[src/rtl/eth_frame_gen.sv]
// GMII-style Ethernet test-frame generator: preamble, DA/SA header, counter-stamped payload,
// on-the-fly CRC-32 FCS and a programmable inter-frame gap. All outputs are registered.
module eth_frame_gen #(
    parameter int NUM_PORTS = 4,
    parameter int SA_PORT   = 3,
    parameter int MAX_LEN   = 1518,
    parameter int IFG       = 12,
    parameter int LEN_W     = 11
) (
    input  logic             clk,
    input  logic             rst_n,
    input  logic             en,
    input  logic [LEN_W-1:0] len,
    input  logic             dst_mode,
    input  logic [7:0]       dst_fixed,
    input  logic             err_inject,
    output logic             dv,
    output logic             er,
    output logic [7:0]       data,
    output logic             frame_done,
    output logic             busy,
    output logic [15:0]      frame_cnt
);

    localparam int CW = $clog2(((MAX_LEN > IFG) ? MAX_LEN : IFG) + 1);

    localparam logic [2:0] S_IDLE = 3'd0;
    localparam logic [2:0] S_PRE  = 3'd1;
    localparam logic [2:0] S_HDR  = 3'd2;
    localparam logic [2:0] S_PAY  = 3'd3;
    localparam logic [2:0] S_FCS  = 3'd4;
    localparam logic [2:0] S_GAP  = 3'd5;

    localparam logic [7:0]    SA_BYTE  = 8'(SA_PORT);
    localparam logic [7:0]    ROT_INIT = (SA_PORT == 0) ? 8'd1 : 8'd0;
    localparam logic [CW-1:0] GAP_LAST = CW'(IFG - 1);

    function automatic logic [31:0] crc_step(input logic [31:0] c, input logic [7:0] b);
        logic [31:0] r;
        r = c ^ {24'h0, b};
        for (int i = 0; i < 8; i++) begin
            r = r[0] ? ((r >> 1) ^ 32'hEDB88320) : (r >> 1);
        end
        return r;
    endfunction

    // Next port in the rotation, skipping our own port.
    function automatic logic [7:0] rot_advance(input logic [7:0] r);
        logic [7:0] n;
        n = r + 8'd1;
        if (int'(n) >= NUM_PORTS) n = 8'd0;
        if (n == SA_BYTE) n = n + 8'd1;
        if (int'(n) >= NUM_PORTS) n = 8'd0;
        return n;
    endfunction

    logic [2:0]    state_reg, state_next;
    logic [CW-1:0] cnt_reg, cnt_next;
    logic [CW-1:0] len_reg;
    logic [7:0]    dst_reg;
    logic          mode_reg;
    logic          err_reg;
    logic [7:0]    rot_reg;
    logic [31:0]   crc_reg;
    logic          dv_reg, er_reg, frame_done_reg, busy_reg;
    logic [7:0]    data_reg;
    logic [15:0]   frame_cnt_reg;

    logic [CW-1:0] len_eff;
    logic [CW-1:0] pay_last;
    logic [31:0]   fcs_word;
    logic [7:0]    byte_val;
    logic          byte_dv, byte_er, crc_upd, done, start;

    always_comb begin
        if (int'(len) < 64)           len_eff = CW'(64);
        else if (int'(len) > MAX_LEN) len_eff = CW'(MAX_LEN);
        else                          len_eff = CW'(len);
    end

    // Payload spans len-16 bytes, so its last index is len-17.
    assign pay_last = len_reg - CW'(17);
    assign fcs_word = ~crc_reg;

    always_comb begin
        state_next = state_reg;
        cnt_next   = cnt_reg + CW'(1);
        byte_val   = 8'h00;
        byte_dv    = 1'b0;
        byte_er    = 1'b0;
        crc_upd    = 1'b0;
        done       = 1'b0;
        start      = 1'b0;
        case (state_reg)
            S_IDLE: begin
                cnt_next = '0;
                if (en) begin
                    state_next = S_PRE;
                    start      = 1'b1;
                end
            end
            S_PRE: begin
                byte_dv  = 1'b1;
                byte_val = (cnt_reg == CW'(7)) ? 8'hD5 : 8'h55;
                if (cnt_reg == CW'(7)) begin
                    state_next = S_HDR;
                    cnt_next   = '0;
                end
            end
            S_HDR: begin
                byte_dv = 1'b1;
                crc_upd = 1'b1;
                case (int'(cnt_reg))
                    0, 1:    byte_val = dst_reg;
                    6, 7:    byte_val = SA_BYTE;
                    default: byte_val = 8'h00;
                endcase
                if (cnt_reg == CW'(11)) begin
                    state_next = S_PAY;
                    cnt_next   = '0;
                end
            end
            S_PAY: begin
                byte_dv = 1'b1;
                crc_upd = 1'b1;
                if (cnt_reg == pay_last) begin
                    byte_val   = frame_cnt_reg[7:0];
                    byte_er    = err_reg;
                    state_next = S_FCS;
                    cnt_next   = '0;
                end
            end
            S_FCS: begin
                byte_dv = 1'b1;
                case (cnt_reg[1:0])
                    2'd0:    byte_val = fcs_word[7:0];
                    2'd1:    byte_val = fcs_word[15:8];
                    2'd2:    byte_val = fcs_word[23:16];
                    default: byte_val = fcs_word[31:24];
                endcase
                if (cnt_reg == CW'(3)) begin
                    done       = 1'b1;
                    state_next = S_GAP;
                    cnt_next   = '0;
                end
            end
            S_GAP: begin
                if (cnt_reg == GAP_LAST) begin
                    cnt_next = '0;
                    if (en) begin
                        state_next = S_PRE;
                        start      = 1'b1;
                    end else begin
                        state_next = S_IDLE;
                    end
                end
            end
            default: begin
                state_next = S_IDLE;
                cnt_next   = '0;
            end
        endcase
    end

    always_ff @(posedge clk or negedge rst_n) begin
        if (!rst_n) begin
            state_reg      <= S_IDLE;
            cnt_reg        <= '0;
            len_reg        <= CW'(64);
            dst_reg        <= 8'h00;
            mode_reg       <= 1'b0;
            err_reg        <= 1'b0;
            rot_reg        <= ROT_INIT;
            crc_reg        <= 32'hFFFFFFFF;
            dv_reg         <= 1'b0;
            er_reg         <= 1'b0;
            data_reg       <= 8'h00;
            frame_done_reg <= 1'b0;
            busy_reg       <= 1'b0;
            frame_cnt_reg  <= 16'h0000;
        end else begin
            state_reg      <= state_next;
            cnt_reg        <= cnt_next;
            busy_reg       <= (state_next != S_IDLE);
            dv_reg         <= byte_dv;
            er_reg         <= byte_er;
            data_reg       <= byte_val;
            frame_done_reg <= done;
            // Per-frame parameters are frozen here so mid-frame input changes cannot leak in.
            if (start) begin
                len_reg  <= len_eff;
                err_reg  <= err_inject;
                mode_reg <= dst_mode;
                dst_reg  <= dst_mode ? dst_fixed : rot_reg;
                crc_reg  <= 32'hFFFFFFFF;
            end else if (crc_upd) begin
                crc_reg <= crc_step(crc_reg, byte_val);
            end
            if (done) begin
                frame_cnt_reg <= frame_cnt_reg + 16'd1;
                if (!mode_reg) rot_reg <= rot_advance(rot_reg);
            end
        end
    end

    assign dv         = dv_reg;
    assign er         = er_reg;
    assign data       = data_reg;
    assign frame_done = frame_done_reg;
    assign busy       = busy_reg;
    assign frame_cnt  = frame_cnt_reg;

endmodule

[config.mk]
export PLATFORM = sky130hd
export DESIGN_NAME = eth_frame_gen
export DESIGN_NICKNAME = d
export VERILOG_FILES = /design/src/rtl/eth_frame_gen.sv
export SDC_FILE = /design/constraint.sdc
export NUM_CORES = 1
export LEC_CHECK = 0
export ABC_AREA = 1
export CAP_MARGIN = 20
export CORE_AREA = 3 3 146 77
export CTS_BUF_LIST = sky130_fd_sc_hd__clkbuf_8
export DETAILED_ROUTE_END_ITERATION = 8
export DIE_AREA = 0 0 149 80
export GPL_TIMING_DRIVEN = 1
export PLACE_DENSITY_LB_ADDON = 0.12
export SETUP_SLACK_MARGIN = 0.4
export SLEW_MARGIN = 20
export SYNTH_ARGS = -nofsm -noshare
export SYNTH_HDL_FRONTEND = slang
export SYNTH_SLANG_ARGS = --single-unit
[constraint.sdc]
create_clock -name clk -period 5.5 [get_ports clk]
set_input_delay 0.825 -clock clk [delete_from_list [all_inputs] [get_ports clk]]
set_output_delay 0.825 -clock clk [all_outputs]
set_load 0.02 [all_outputs]
After elaboration in Yosys (flattened, before gate mapping)
Index checks and enable logic that the tools add are counted.
{"block": "word_totals", "out_inout_bits": 28, "elab_cells": 106, "ff_bits": 103}
{"block": "classes", "eq_ne": 14, "n_bitwise": 11, "add_sub_neg": 5, "mux": 47, "order_cmp": 4, "reduce_logical": 11}
{"op": "32-bit 2-to-1 mux", "n": 10}
{"op": "13-bit inverter with 14-bit output", "n": 8}
{"op": "8-bit 2-to-1 mux", "n": 10}
{"op": "11-bit 2-to-1 mux", "n": 6}
{"op": "11-bit case mux with 4 select lines", "n": 1}
{"op": "32-bit inverter", "n": 1}
{"op": "8-bit case mux with 4 select lines", "n": 1}
{"op": "32-bit by 8-bit XOR with 32-bit output", "n": 1}
{"op": "8-bit case mux with 3 select lines", "n": 1}
{"op": "11-bit by 3-bit equality test with 1-bit output, second input constant", "n": 2}
{"op": "3-bit 2-to-1 mux", "n": 6}
{"op": "3-bit case mux with 6 select lines", "n": 1}
{"op": "16-bit by 1-bit adder with 16-bit output, second input constant", "n": 1}
{"op": "8-bit by 1-bit adder with 8-bit output, second input constant", "n": 2}
{"op": "8-bit by 3-bit greater-or-equal comparator with 1-bit output, second input constant", "n": 2}
{"op": "8-bit case mux with 2 select lines", "n": 1}
{"op": "11-bit by 1-bit adder with 11-bit output, second input constant", "n": 1}
{"op": "11-bit by 1-bit equality test with 1-bit output, second input constant", "n": 1}
{"op": "11-bit equality test", "n": 1}
{"op": "11-bit by 2-bit equality test with 1-bit output, second input constant", "n": 1}
{"op": "11-bit by 4-bit equality test with 1-bit output, second input constant", "n": 1}
{"op": "11-bit greater-than comparator, second input constant", "n": 1}
{"op": "11-bit zero test", "n": 1}
{"op": "11-bit by 7-bit less-than comparator with 1-bit output, second input constant", "n": 1}
{"op": "other kinds (17)", "n": 30}

Depth between registers and ports, before layout
Gate-level depths: netlist of the first run.
{"block": "depth", "depth_word": 23, "mapped_depth": 27}

Least setup slack after synthesis of the first run
OpenSTA, ideal clock, no wires.
{"block": "synth_timing", "kind": "reg-to-reg", "startpoint": "reg len_reg[0]", "endpoint": "reg crc_reg[27]", "path_stages_with_launch": 22, "required_time_ns": 5.421, "path_slack_ns": 2.944, "t_arrival_ns": 2.477, "setup_time_ns": 0.079, "period_less_slack_ns": 2.556, "cell_sequence": "dfrtp_1 -> inv_1 -> ha_1 -> nand2_2 -> nand2_4 -> nand2_2 -> and2_4 -> nor2_2 -> nand2_2 -> nor2_4 -> nand2_4 -> nor2_8 -> nand2_2 -> nand2_4 -> xor2_4 -> nand2_2 -> nand2_4 -> inv_2 -> nand2_2 -> nand2_2 -> o21ai_1 -> nand2_1"}
{"block": "synth_between", "word_cells_on_any_way": 19, "cone_classes": "add/sub: 1; eq/ne: 1; mux: 12; bitwise: 5"}
{"item": "from (decl)", "line": "59", "text": "logic [CW-1:0] len_reg;"}
{"item": "from (signal assigned)", "line": "191", "text": "len_reg <= len_eff;"}
{"item": "11-bit by 5-bit subtractor with 11-bit output (*)", "line": "82", "text": "assign pay_last = len_reg - CW'(17);"}
{"item": "11-bit equality test (*)", "line": "126", "text": "if (cnt_reg == pay_last) begin"}
{"item": "8-bit 2-to-1 mux (*)", "line": "126"}
{"item": "8-bit case mux with 4 select lines (*)", "line": "94", "text": "case (state_reg)"}
{"item": "via byte_val[4]", "line": "72", "text": "logic [7:0] byte_val;"}
{"item": "32-bit by 8-bit XOR with 32-bit output (*)", "line": "40", "text": "r = c ^ {24'h0, b};"}
{"item": "32-bit 2-to-1 mux (*) (5 in a row)", "line": "42", "text": "r = r[0] ? ((r >> 1) ^ 32'hEDB88320) : (r >> 1);"}
{"item": "13-bit inverter with 14-bit output (no line)"}
{"item": "32-bit 2-to-1 mux (*) (2 in a row)", "line": "42"}
{"item": "13-bit inverter with 14-bit output (no line)"}
{"item": "32-bit 2-to-1 mux (*)", "line": "42"}
{"item": "32-bit 2-to-1 mux (*)", "line": "196", "text": "end else if (crc_upd) begin"}
{"item": "32-bit 2-to-1 mux (*)", "line": "190", "text": "if (start) begin"}
{"item": "to (signal assigned)", "line": "197", "text": "crc_reg <= crc_step(crc_reg, byte_val);"}
{"item": "to (decl)", "line": "64", "text": "logic [31:0] crc_reg;"}
Mark *: on every way through the listed nets, which the timed path passes. The rest lies on a longest branch. The select of a mux whose other input is x is not followed.
A chain may end at the register's enable or synchronous reset.

Worst setup path in the final report of the first run
{"block": "layout_timing", "startpoint": "reg state_reg[2]", "endpoint": "reg crc_reg[17]"}
{"block": "layout_between", "word_cells_on_any_way": 26, "cone_classes": "eq/ne: 5; mux: 13; bitwise: 5; reduce/logical: 3"}
{"item": "from (decl)", "line": "57", "text": "logic [2:0] state_reg, state_next;"}
{"item": "from (signal assigned)", "line": "182", "text": "state_reg <= state_next;"}
{"item": "3-bit equality test (tied with other cells)", "line": "94"}
{"item": "8-bit case mux with 4 select lines (*)", "line": "94"}
{"item": "via byte_val[4]", "line": "72"}
{"item": "32-bit by 8-bit XOR with 32-bit output (*)", "line": "40"}
{"item": "32-bit 2-to-1 mux (*) (5 in a row)", "line": "42"}
{"item": "13-bit inverter with 14-bit output (no line)"}
{"item": "32-bit 2-to-1 mux (*) (3 in a row)", "line": "42"}
{"item": "32-bit 2-to-1 mux (*)", "line": "196"}
{"item": "32-bit 2-to-1 mux (*)", "line": "190"}
Marked as above.

==> results of run 1 <==
-- worst reg2reg max path: stages (launching register included) --
cell and delay, ps:
dfrtp_1 430, nor2_2 110, buf_4 290, inv_1 400
nor2_1 440, inv_1 200, nor2_8 190, nand2_2 110
nand2_4 130, xor2_4 310, nand2_2 100, nand2_4 130
inv_2 60, nand2_2 70, nand2_2 70, nand2_1 60
nand3_1 70, nand2_1 80
-- cell type report --
cell class / instances / area share [%]
Sequential cell: 103 / 36.3
Timing Repair Buffer: 55 / 7.45
Clock inverter: 7 / 0.572
Inverter: 111 / 5.81
Tap cell: 140 / 2.43
Multi-Input combinational cell: 601 / 45.7
Clock buffer: 9 / 1.72
-- routing by layer --
layer / part of all wire (%) / global-route usage (%) / wire length, um / up-vias
met5: 0 / 0 / 0 / -
met1: 45 / 40.1 / 7390 / 2674
li1: - / - / - / 2770
met4: 2.3 / 8.31 / 367 / 0
met2: 43 / 44.2 / 7000 / 254
met3: 9.4 / 8.39 / 1540 / 41
-- metrics by stage --
stage          utilization, %  cell area, um^2  std cells
2_1_floorplan               -             6400        830
3_3_place_gp             69.9             7050       1010
3_5_place_dp             69.9             7050       1010
4_1_cts                  71.6             7220       1026
5_1_grt                  71.6             7220       1026
6_report                 71.6             7220       1026
-- logic make-up (layout without fill, tap and decap cells) --
group / after synthesis / in the layout / share of synthesized area [%]
simple gates: 406 / 406 / 29.7
compound gates: 127 / 127 / 11.3
flops: 103 / 103 / 40.9
fa+ha+maj: 8 / 8 / 1.56
buf+inv: 126 / 182 / 7.51
xor+xnor: 60 / 60 / 8.97
-- cells in the final DEF (no fill, tap or decap), types with 6 or more instances in the layout --
| master | instances |
|---|---|
| ha_1 | 8 |
| clkbuf_8 | 9 |
| o22ai_1 | 6 |
| o21ai_0 | 65 |
| nand2_2 | 32 |
| nand4_1 | 11 |
| clkdlybuf4s50_1 | 50 |
| nand2_4 | 7 |
| xor2_1 | 40 |
| o21ai_1 | 6 |
| dfstp_2 | 33 |
| dfrtp_1 | 70 |
| xnor2_1 | 15 |
| nand2_1 | 211 |
| nand3_1 | 65 |
| nor2_1 | 51 |
| a21oi_1 | 27 |
| nor2_2 | 6 |
| inv_1 | 108 |
-- report_power, final --
group          total (uW)  leakage, uW  switching [uW]  internal, uW
logic                38.7      0.00229            22.0          16.7
clock network         433    0.0000934             271           162
registers             758      0.00124               0           758
total                1230      0.00362             293           937
-- path summary, 6_finish.rpt --
check                                            start                         to  cells past startpoint
worst min register to register    mode_reg$_DFFE_PN0P_       mode_reg$_DFFE_PN0P_                      2
min in group clk                  mode_reg$_DFFE_PN0P_       mode_reg$_DFFE_PN0P_                      2
worst max-delay path            state_reg[2]$_DFF_PN0_    crc_reg[17]$_DFFE_PN1P_                     17
worst max register to register  state_reg[2]$_DFF_PN0_    crc_reg[17]$_DFFE_PN1P_                     17
worst min-delay path                             rst_n  frame_cnt[10]$_DFFE_PN0P_                      1
max in group asynchronous                        rst_n       cnt_reg[6]$_DFF_PN0_                      2
==> flow_metrics.py, run 1 <==
metrics = {
    "sta": {
        "timing.fmax_ghz": 0.303,
        "tightest_slew_ps": 745,
        "slew_viol_final": 0,
        "fin_setup_tns_ps": 0,
        "worst_slew_margin_rel_pct": 50.3,
        "period_minus_slack_ps": 3300,
        "finalCritPeriodShare_pct": 59.9,
        "hold_violations": 0,
        "fin_skew_ps": 9.70,
        "fin_ws_ps": 2200,
        "rsz0062_at_grt": "no",
        "setup_viol": 0,
        "holdWs_ps": 443,
    },
    "yosys": {
        "yosysMostFrequentCell": "nand2_1",
        "yosys_warnings": 0,
        "ys_seq_area_share_pct": 40.9,
        "yosysUniqueCellTypes": 49,
        "synth_edf_count": 0,
        "yosys-top-cells-area": "dfrtp_1, dfstp_2, nand2_1, inv_1, xor2_1",
        "netlist_area_mm2": 0.00640,
        "synth_nets": 862,
        "synth.ff_latch_count": 103,
        "syn_inst": 830,
        "yosysTopAreaCell": "dfrtp_1",
        "avgSynthCellArea_um2": 7.71,
        "synthArstFlopShare_pct": 100,
        "synth.top_cells.by_count": "nand2_1, inv_1, dfrtp_1",
        "netlist.area_leader.share_pct": 27.4,
        "synth_flop_cell": "dfrtp_1",
    },
    "clock_tree": {
        "cts_tree": "built",
        "h-tree-depth": 3,
        "cts_repair_resize_count": 0,
        "cts_hold_buffers": 0,
        "cts-buffers-inserted": 9,
        "cts_num_sinks": 103,
        "clockBufferDepth": 2,
        "clkLatencyLatePin_ps": 380,
        "cts_setup_buffers": 0,
        "clk_pin_slew_worst_paths_ps": 100,
        "clock-root-buffer": "clkbuf_8",
    },
    "critical_path": {
        "path_delay_family": "simple AND/OR/NAND/NOR gates",
        "cpMaxStageDelayCell": "dfrtp_1",
        "r2r_slack_ps": 2200,
        "cp-start-kind": "flop",
        "cp.arrival_ps": 3620,
        "crit_buf_inv": 4,
        "critPathCaptureType": "flop",
        "crit_type": "flop to flop",
        "slowest_delay_ps": 430,
        "path_cells": "nor2_2 -> buf_4 -> inv_1 -> nor2_1 -> inv_1 -> nor2_8 -> nand2_2 -> nand2_4 -> xor2_4 -> nand2_2 -> nand2_4 -> inv_2 -> nand2_2 -> nand2_2 -> nand2_1 -> nand3_1 -> nand2_1",
        "path_max_fanout": 24,
        "crit_required_ps": 5820,
        "cp_common_cell": "nand2_2",
    },
    "power": {
        "powerDensity_mw_per_mm2": 170,
        "ir_worst_vdd_mv": 0.0971,
        "p_leak_uw": 0.00362,
        "p_total_uw": 1230,
    },
    "route": {
        "via_count": 5739,
        "first_pass_iters": 5,
        "drc": 0,
        "routedWlPerCell_um": 15.9,
        "routed_wl_mm": 16.3,
        "drt_iter0_drc": 513,
        "final_antenna_net_count": 0,
        "via_per_inst": 5.59,
    },
    "floorplan": {
        "die_h_um": 80,
        "initial_utilization_pct": 63.5,
        "core_area_mm2": 0.0101,
        "fp.dieW_um": 149,
        "dieArea_mm2": 0.0119,
        "num_rows": 26,
        "ios": 52,
    },
    "place": {
        "dp_hpwl_mm": 12.3,
        "gp_congestion": 1.01,
        "place_ws_ps": 2270,
        "port_buffers": 51,
    },
    "layout": {
        "nFillCells": 840,
        "diodes": 0,
        "drive_gt1_share_pct": 13.0,
        "multi_input_area_mm2": 0.00330,
        "seq_area_mm2": 0.00262,
        "areaGrowthSynthToFinish_pct": 12.8,
        "largest_register_ffs": 32,
        "nets": 913,
    },
    "outcome": {
        "status": "completed",
    },
    "global_routing": {
        "gr-usage-all-layers_pct": 28.9,
        "grt_pass1_vias": 5448,
        "grt.overflow.total": 0,
        "antenna_found_initial": 0,
        "grt_pass1_wl_mm": 27.1,
        "grt_max_degree": 59,
    },
    "worst_hold_path": {
        "hold_path.class": "primary input to async pin",
    },
    "job": {
        "cap_violations": 0,
    },
}
(Power assumes the default switching activity.)
==> run 2, diff against run 1 <==
--- a/config.mk
+++ b/config.mk
@@ -7,10 +7,10 @@
 export LEC_CHECK = 0
 export ABC_AREA = 1
 export CAP_MARGIN = 20
-export CORE_AREA = 3 3 146 77
+export CORE_AREA = 3 3 149 79
 export CTS_BUF_LIST = sky130_fd_sc_hd__clkbuf_8
 export DETAILED_ROUTE_END_ITERATION = 8
-export DIE_AREA = 0 0 149 80
+export DIE_AREA = 0 0 152 82
 export GPL_TIMING_DRIVEN = 1
 export PLACE_DENSITY_LB_ADDON = 0.12
 export SETUP_SLACK_MARGIN = 0.4
==> constraint.sdc (replaced) <==
create_clock -name clk -period 3.4 [get_ports clk]
set_input_delay 0.51 -clock clk [delete_from_list [all_inputs] [get_ports clk]]
set_output_delay 0.51 -clock clk [all_outputs]
set_load 0.02 [all_outputs]
==> flow_metrics.py, run 2 (synthesis results as in run 1) <==
metrics = {
    "critical_path": {
        "path_delay_family": "simple AND/OR/NAND/NOR gates",
        "crit_type": "flop to flop",
        "cpMaxStageDelayCell": "dfrtp_1",
        "cp-start-kind": "flop",
        "critPathCaptureType": "flop",
        "crit_required_ps": 3730,
        "slowest_delay_ps": 440,
        "r2r_slack_ps": 250,
        "cp.arrival_ps": 3470,
        "reg2regPathDepth": 16,
        "path_max_fanout": 6,
        "crit_buf_inv": 1,
        "timing.rr.end": "crc_reg[19]$_DFFE_PN1P_",
        "path_cells": "ha_1 -> inv_1 -> o21ai_0 -> a221oi_1 -> a21oi_1 -> a22oi_1 -> nand2_2 -> nand2_1 -> nand2_4 -> nand2_4 -> nand2_8 -> nand2_4 -> nand2_2 -> nand3b_1 -> nand3_1 -> nand2_1",
        "cp_common_cell": "nand2_4",
        "worstReg2RegStart": "cnt_reg[0]$_DFF_PN0_",
    },
    "global_routing": {
        "gr-usage-all-layers_pct": 32.5,
        "grt_max_degree": 56,
        "antenna_found_initial": 0,
        "grt_pass1_vias": 5693,
        "grt_pass1_wl_mm": 31.3,
        "grt.overflow.total": 0,
    },
    "sta": {
        "worst_slew_margin_rel_pct": 51.2,
        "setup_viol": 0,
        "fin_setup_tns_ps": 0,
        "timing.fmax_ghz": 0.318,
        "rsz0062_at_grt": "yes",
        "period_minus_slack_ps": 3150,
        "fin_skew_ps": 25.0,
        "fin_ws_ps": 254,
        "finalCritPeriodShare_pct": 92.5,
        "tightest_slew_ps": 729,
        "slew_viol_final": 0,
        "hold_violations": 0,
    },
    "clock_tree": {
        "clockBufferDepth": 2,
        "clkLatencyLatePin_ps": 400,
        "cts_num_sinks": 103,
        "cts-buffers-inserted": 9,
        "h-tree-depth": 3,
        "cts_tree": "built",
        "clock-root-buffer": "clkbuf_8",
        "clk_pin_slew_worst_paths_ps": 120,
    },
    "route": {
        "drc": 0,
        "drt_iter0_drc": 1194,
        "routed_wl_mm": 22.8,
        "via_count": 6632,
        "routedWlPerCell_um": 21.0,
        "first_pass_iters": 7,
        "via_per_inst": 6.12,
        "final_antenna_net_count": 0,
    },
    "power": {
        "p_sw_share_pct": 23.1,
        "ir_worst_vdd_mv": 0.158,
        "p_leak_uw": 0.00421,
        "p_sw_uw": 493,
        "p_seq_share_pct": 57.6,
        "powerDensity_mw_per_mm2": 249,
        "power_frac_comb_pct": 3.2,
        "p_int_uw": 1640,
        "pwr-share-clk_pct": 39.2,
    },
    "layout": {
        "fin_cells": 1084,
        "final_cell_mix": "nand2_1, inv_1, dfrtp_1, o21ai_0, clkdlybuf4s50_1",
        "nFillCells": 682,
        "drive_gt1_share_pct": 30.0,
        "diodes": 0,
        "final_common_cell": "nand2_1",
        "seq_area_mm2": 0.00262,
        "multi_input_area_mm2": 0.00409,
        "final_util_pct": 79.9,
        "areaGrowthSynthToFinish_pct": 33.4,
        "nets": 966,
        "largest_register_ffs": 32,
    },
    "floorplan": {
        "fp.dieW_um": 152,
        "core_area_mm2": 0.0107,
        "initial_utilization_pct": 60.0,
        "dieArea_mm2": 0.0125,
        "die_h_um": 82,
        "num_rows": 27,
        "ios": 52,
    },
    "outcome": {
        "status": "completed",
    },
    "place": {
        "port_buffers": 51,
        "place_ws_ps": 242,
        "dp_hpwl_mm": 15.1,
        "gp_congestion": 1.01,
        "dp.cells": 1025,
    },
    "worst_hold_path": {
        "hold_path.class": "primary input to async pin",
    },
    "job": {
        "cap_violations": 0,
    },
}
[run 2: power by group through the flow]
stage,Clock [uW],Sequential (uW),Combinational (uW)
after floorplan,0,1250,9.28
after global placement,0,1250,66.3
after detailed placement,0,1250,68.3
after CTS,837,1230,68.4
after global routing,884,1230,75.0
final,835,1230,67.6
[run 2: layout make-up]
class                           count  area share [%]
Multi-Input combinational cell    601            48.0
Inverter                          111            5.03
Clock inverter                      5           0.689
Clock buffer                       11            1.77
Timing Repair Buffer              108            11.7
Sequential cell                   103            30.7
Tap cell                          145            2.13
[run 2: timing repair]
action / 4_1_cts / 5_1_grt
buffers inserted: 0 / 43
gates cloned: 0 / 0
endpoints found under the setup margin: 17 / 27
hold buffers: 0 / 0
pin swaps: 2 / 71
gates resized for setup: 14 / 181
[run 2: layer usage]
layer / vias up / share of wire [%] / wire length [um] / global-route usage, %
met3: 97 / 16 / 3750 / 12.4
li1: 2875 / - / - / -
met4: 0 / 2.8 / 646 / 6.46
met2: 535 / 40 / 9140 / 43.3
met1: 3125 / 41 / 9240 / 49.5
met5: - / 0 / 0 / 0
[run 2: metrics by stage]
step	hold WS, ps	instance area, um^2	power [uW]
global route	176	8530	2190
finish	123	8530	2130
global placement	455	7150	1310
floorplan	214	6400	1260
detailed placement	461	7150	1320
CTS	152	7410	2130
[run 2: how the worst max path moves through the flow]
stage                                start                       to  slack, ps  depth (start not counted)
global route          cnt_reg[1]$_DFF_PN0_   crc_reg[4]$_DFFE_PN1P_        170                         17
floorplan           len_reg[0]$_DFFE_PN0P_  crc_reg[27]$_DFFE_PN1P_        840                         21
detailed placement    cnt_reg[1]$_DFF_PN0_  crc_reg[23]$_DFFE_PN1P_        240                         20
global placement      cnt_reg[1]$_DFF_PN0_  crc_reg[23]$_DFFE_PN1P_        250                         20
finish                cnt_reg[0]$_DFF_PN0_  crc_reg[19]$_DFFE_PN1P_        250                         16
CTS                 len_reg[0]$_DFFE_PN0P_  crc_reg[23]$_DFFE_PN1P_        390                         25
==> run 3, diff against run 2 <==
--- a/config.mk
+++ b/config.mk
@@ -6,11 +6,11 @@
 export NUM_CORES = 1
 export LEC_CHECK = 0
 export ABC_AREA = 1
+export ABC_CLOCK_PERIOD_IN_PS = 3400
 export CAP_MARGIN = 20
-export CORE_AREA = 3 3 149 79
-export CTS_BUF_LIST = sky130_fd_sc_hd__clkbuf_8
+export CORE_AREA = 3 3 152 80
 export DETAILED_ROUTE_END_ITERATION = 8
-export DIE_AREA = 0 0 152 82
+export DIE_AREA = 0 0 155 83
 export GPL_TIMING_DRIVEN = 1
 export PLACE_DENSITY_LB_ADDON = 0.12
 export SETUP_SLACK_MARGIN = 0.4
==> flow_metrics.py, run 3 (synthesis results as in run 1) <==
metrics = {
    "outcome": {
        "status": "completed",
    },
    "power": {
        "ir_worst_vdd_mv": 0.288,
        "powerDensity_mw_per_mm2": 297,
        "p_leak_uw": 0.00393,
    },
    "sta": {
        "period_minus_slack_ps": 2950,
        "rsz0062_at_grt": "yes",
        "holdWs_ps": 161,
        "fin_skew_ps": 8.50,
        "hold_violations": 0,
        "finalCritPeriodShare_pct": 86.8,
        "timing.fmax_ghz": 0.339,
        "slew_viol_final": 0,
        "fin_setup_tns_ps": 0,
        "tightest_slew_ps": 748,
        "setup_viol": 0,
        "worst_slew_margin_rel_pct": 50.0,
    },
    "critical_path": {
        "crit_required_ps": 3670,
        "cp-start-kind": "flop",
        "crit_buf_inv": 3,
        "path_cells": "inv_1 -> ha_1 -> inv_1 -> o22ai_1 -> o22ai_1 -> nor2_1 -> nor2_1 -> nand2_1 -> a21oi_4 -> nand2_2 -> nand2_2 -> nand2_4 -> nand2_1 -> nand2_4 -> nand2_2 -> nand2_4 -> buf_4 -> nand2_1 -> nand2_1 -> a21oi_1",
        "cp.arrival_ps": 3220,
        "worstReg2RegStart": "cnt_reg[0]$_DFF_PN0_",
        "path_max_fanout": 6,
        "cpMaxStageDelayCell": "dfrtp_2",
        "slowest_delay_ps": 430,
        "path_delay_family": "simple AND/OR/NAND/NOR gates",
        "crit_path_start": "cnt_reg[0]$_DFF_PN0_",
        "cp_common_cell": "nand2_1",
        "critPathCaptureType": "flop",
        "crit_type": "flop to flop",
    },
    "route": {
        "first_pass_iters": 6,
        "routedWlPerCell_um": 17.2,
        "drc": 0,
        "final_antenna_net_count": 0,
        "routed_wl_mm": 18.4,
        "drt_iter0_drc": 509,
        "via_count": 6032,
        "via_per_inst": 5.63,
    },
    "global_routing": {
        "grt_max_degree": 62,
        "antenna_found_initial": 1,
        "grt.overflow.total": 0,
        "grt_pass1_wl_mm": 28.6,
        "gr-usage-all-layers_pct": 27.9,
        "grt_pass1_vias": 5531,
    },
    "layout": {
        "drive_gt1_share_pct": 22.2,
        "diodes": 0,
        "nets": 953,
        "final_common_cell": "nand2_1",
        "finalInstanceArea_mm2": 0.00797,
        "largest_register_ffs": 32,
        "areaGrowthSynthToFinish_pct": 24.6,
        "final_cell_mix": "nand2_1, inv_1, dfrtp_1, o21ai_0, nand3_1",
    },
    "floorplan": {
        "ios": 52,
        "die_h_um": 83,
        "core_area_mm2": 0.0109,
        "fp.dieW_um": 155,
        "dieArea_mm2": 0.0129,
        "num_rows": 27,
        "initial_utilization_pct": 58.7,
    },
    "clock_tree": {
        "clk_pin_slew_worst_paths_ps": 80,
        "cts_num_sinks": 103,
        "cts_hold_buffers": 0,
        "clock-root-buffer": "clkbuf_16",
        "h-tree-depth": 3,
        "cts_tree": "built",
        "clockBufferDepth": 2,
        "clkLatencyLatePin_ps": 350,
        "cts-buffers-inserted": 9,
    },
    "place": {
        "dp_hpwl_mm": 13.2,
        "port_buffers": 51,
        "placedInstanceArea_mm2": 0.00709,
        "gp_congestion": 0.942,
    },
    "job": {
        "cap_violations": 0,
    },
    "worst_hold_path": {
        "hold_path.class": "primary input to async pin",
    },
}
-- run 3: where the power goes --
| part | internal (uW) | switching [uW] |
|---|---|---|
| Sequential | 1230 | 0 |
| Clock | 581 | 495 |
| Combinational | 28.6 | 36.7 |
-- run 3: worst register-to-register path, delay by kind of cell (launching register included) --
kind	cells	cell delay, ps
flip-flops	1	430
AND/OR/NAND/NOR	12	1130
AO/OA/AOI/OAI	4	580
buffers and inverters	3	430
adder cells (fa/ha/maj)	1	290
-- run 3: through the flow --
step / cells / worst slack [ps] / power [uW] / util, %
finish: 1071 / 449 / 2370 / 73.1
CTS: 1034 / 415 / 2380 / 68.1
detailed placement: 1018 / 72.1 / 1320 / 65.0
floorplan: 830 / 844 / 1260 / -
global placement: 1018 / 87.5 / 1320 / 65.0
global route: 1071 / 324 / 2440 / 73.1
-- run 3: final timing paths --
check / end / slack (ps) / depth (start not counted)
worst max-delay path: crc_reg[26]$_DFFE_PN1P_ / 450 / 20
worst min-delay path: frame_cnt[12]$_DFFE_PN0P_ / 160 / 1
worst min register to register: frame_cnt[15]$_DFFE_PN0P_ / 460 / 1
min in group clk: frame_cnt[15]$_DFFE_PN0P_ / 460 / 1
worst max register to register: crc_reg[26]$_DFFE_PN1P_ / 450 / 20
max in group asynchronous: len_reg[6]$_DFFE_PN1P_ / 2450 / 2
-- run 3: per-layer routing --
layer  vias up  wire [um]  track usage (%)
met5         -          8                0
met1      2850       8130             40.7
met4         2        378             6.81
li1       2862          -                -
met3        49       1720             7.50
met2       269       8140             41.3
-- run 3: timing repair --
item | in CTS | in global routing
pin swaps | 1 | 35
setup buffers | 0 | 37
endpoints found under the setup margin | 23 | 27
resized for setup | 11 | 64
-- run 3: area by class of cell --
| cell class | count | area [um^2] |
|---|---|---|
| inverters | 111 | 424 |
| fillers | 858 | 2940 |
| flip-flops and latches | 103 | 2620 |
| multi-input cells | 601 | 3580 |
| clock inverters | 7 | 77.6 |
| clock buffers | 9 | 225 |
| repair buffers | 95 | 862 |
| well taps | 145 | 181 |
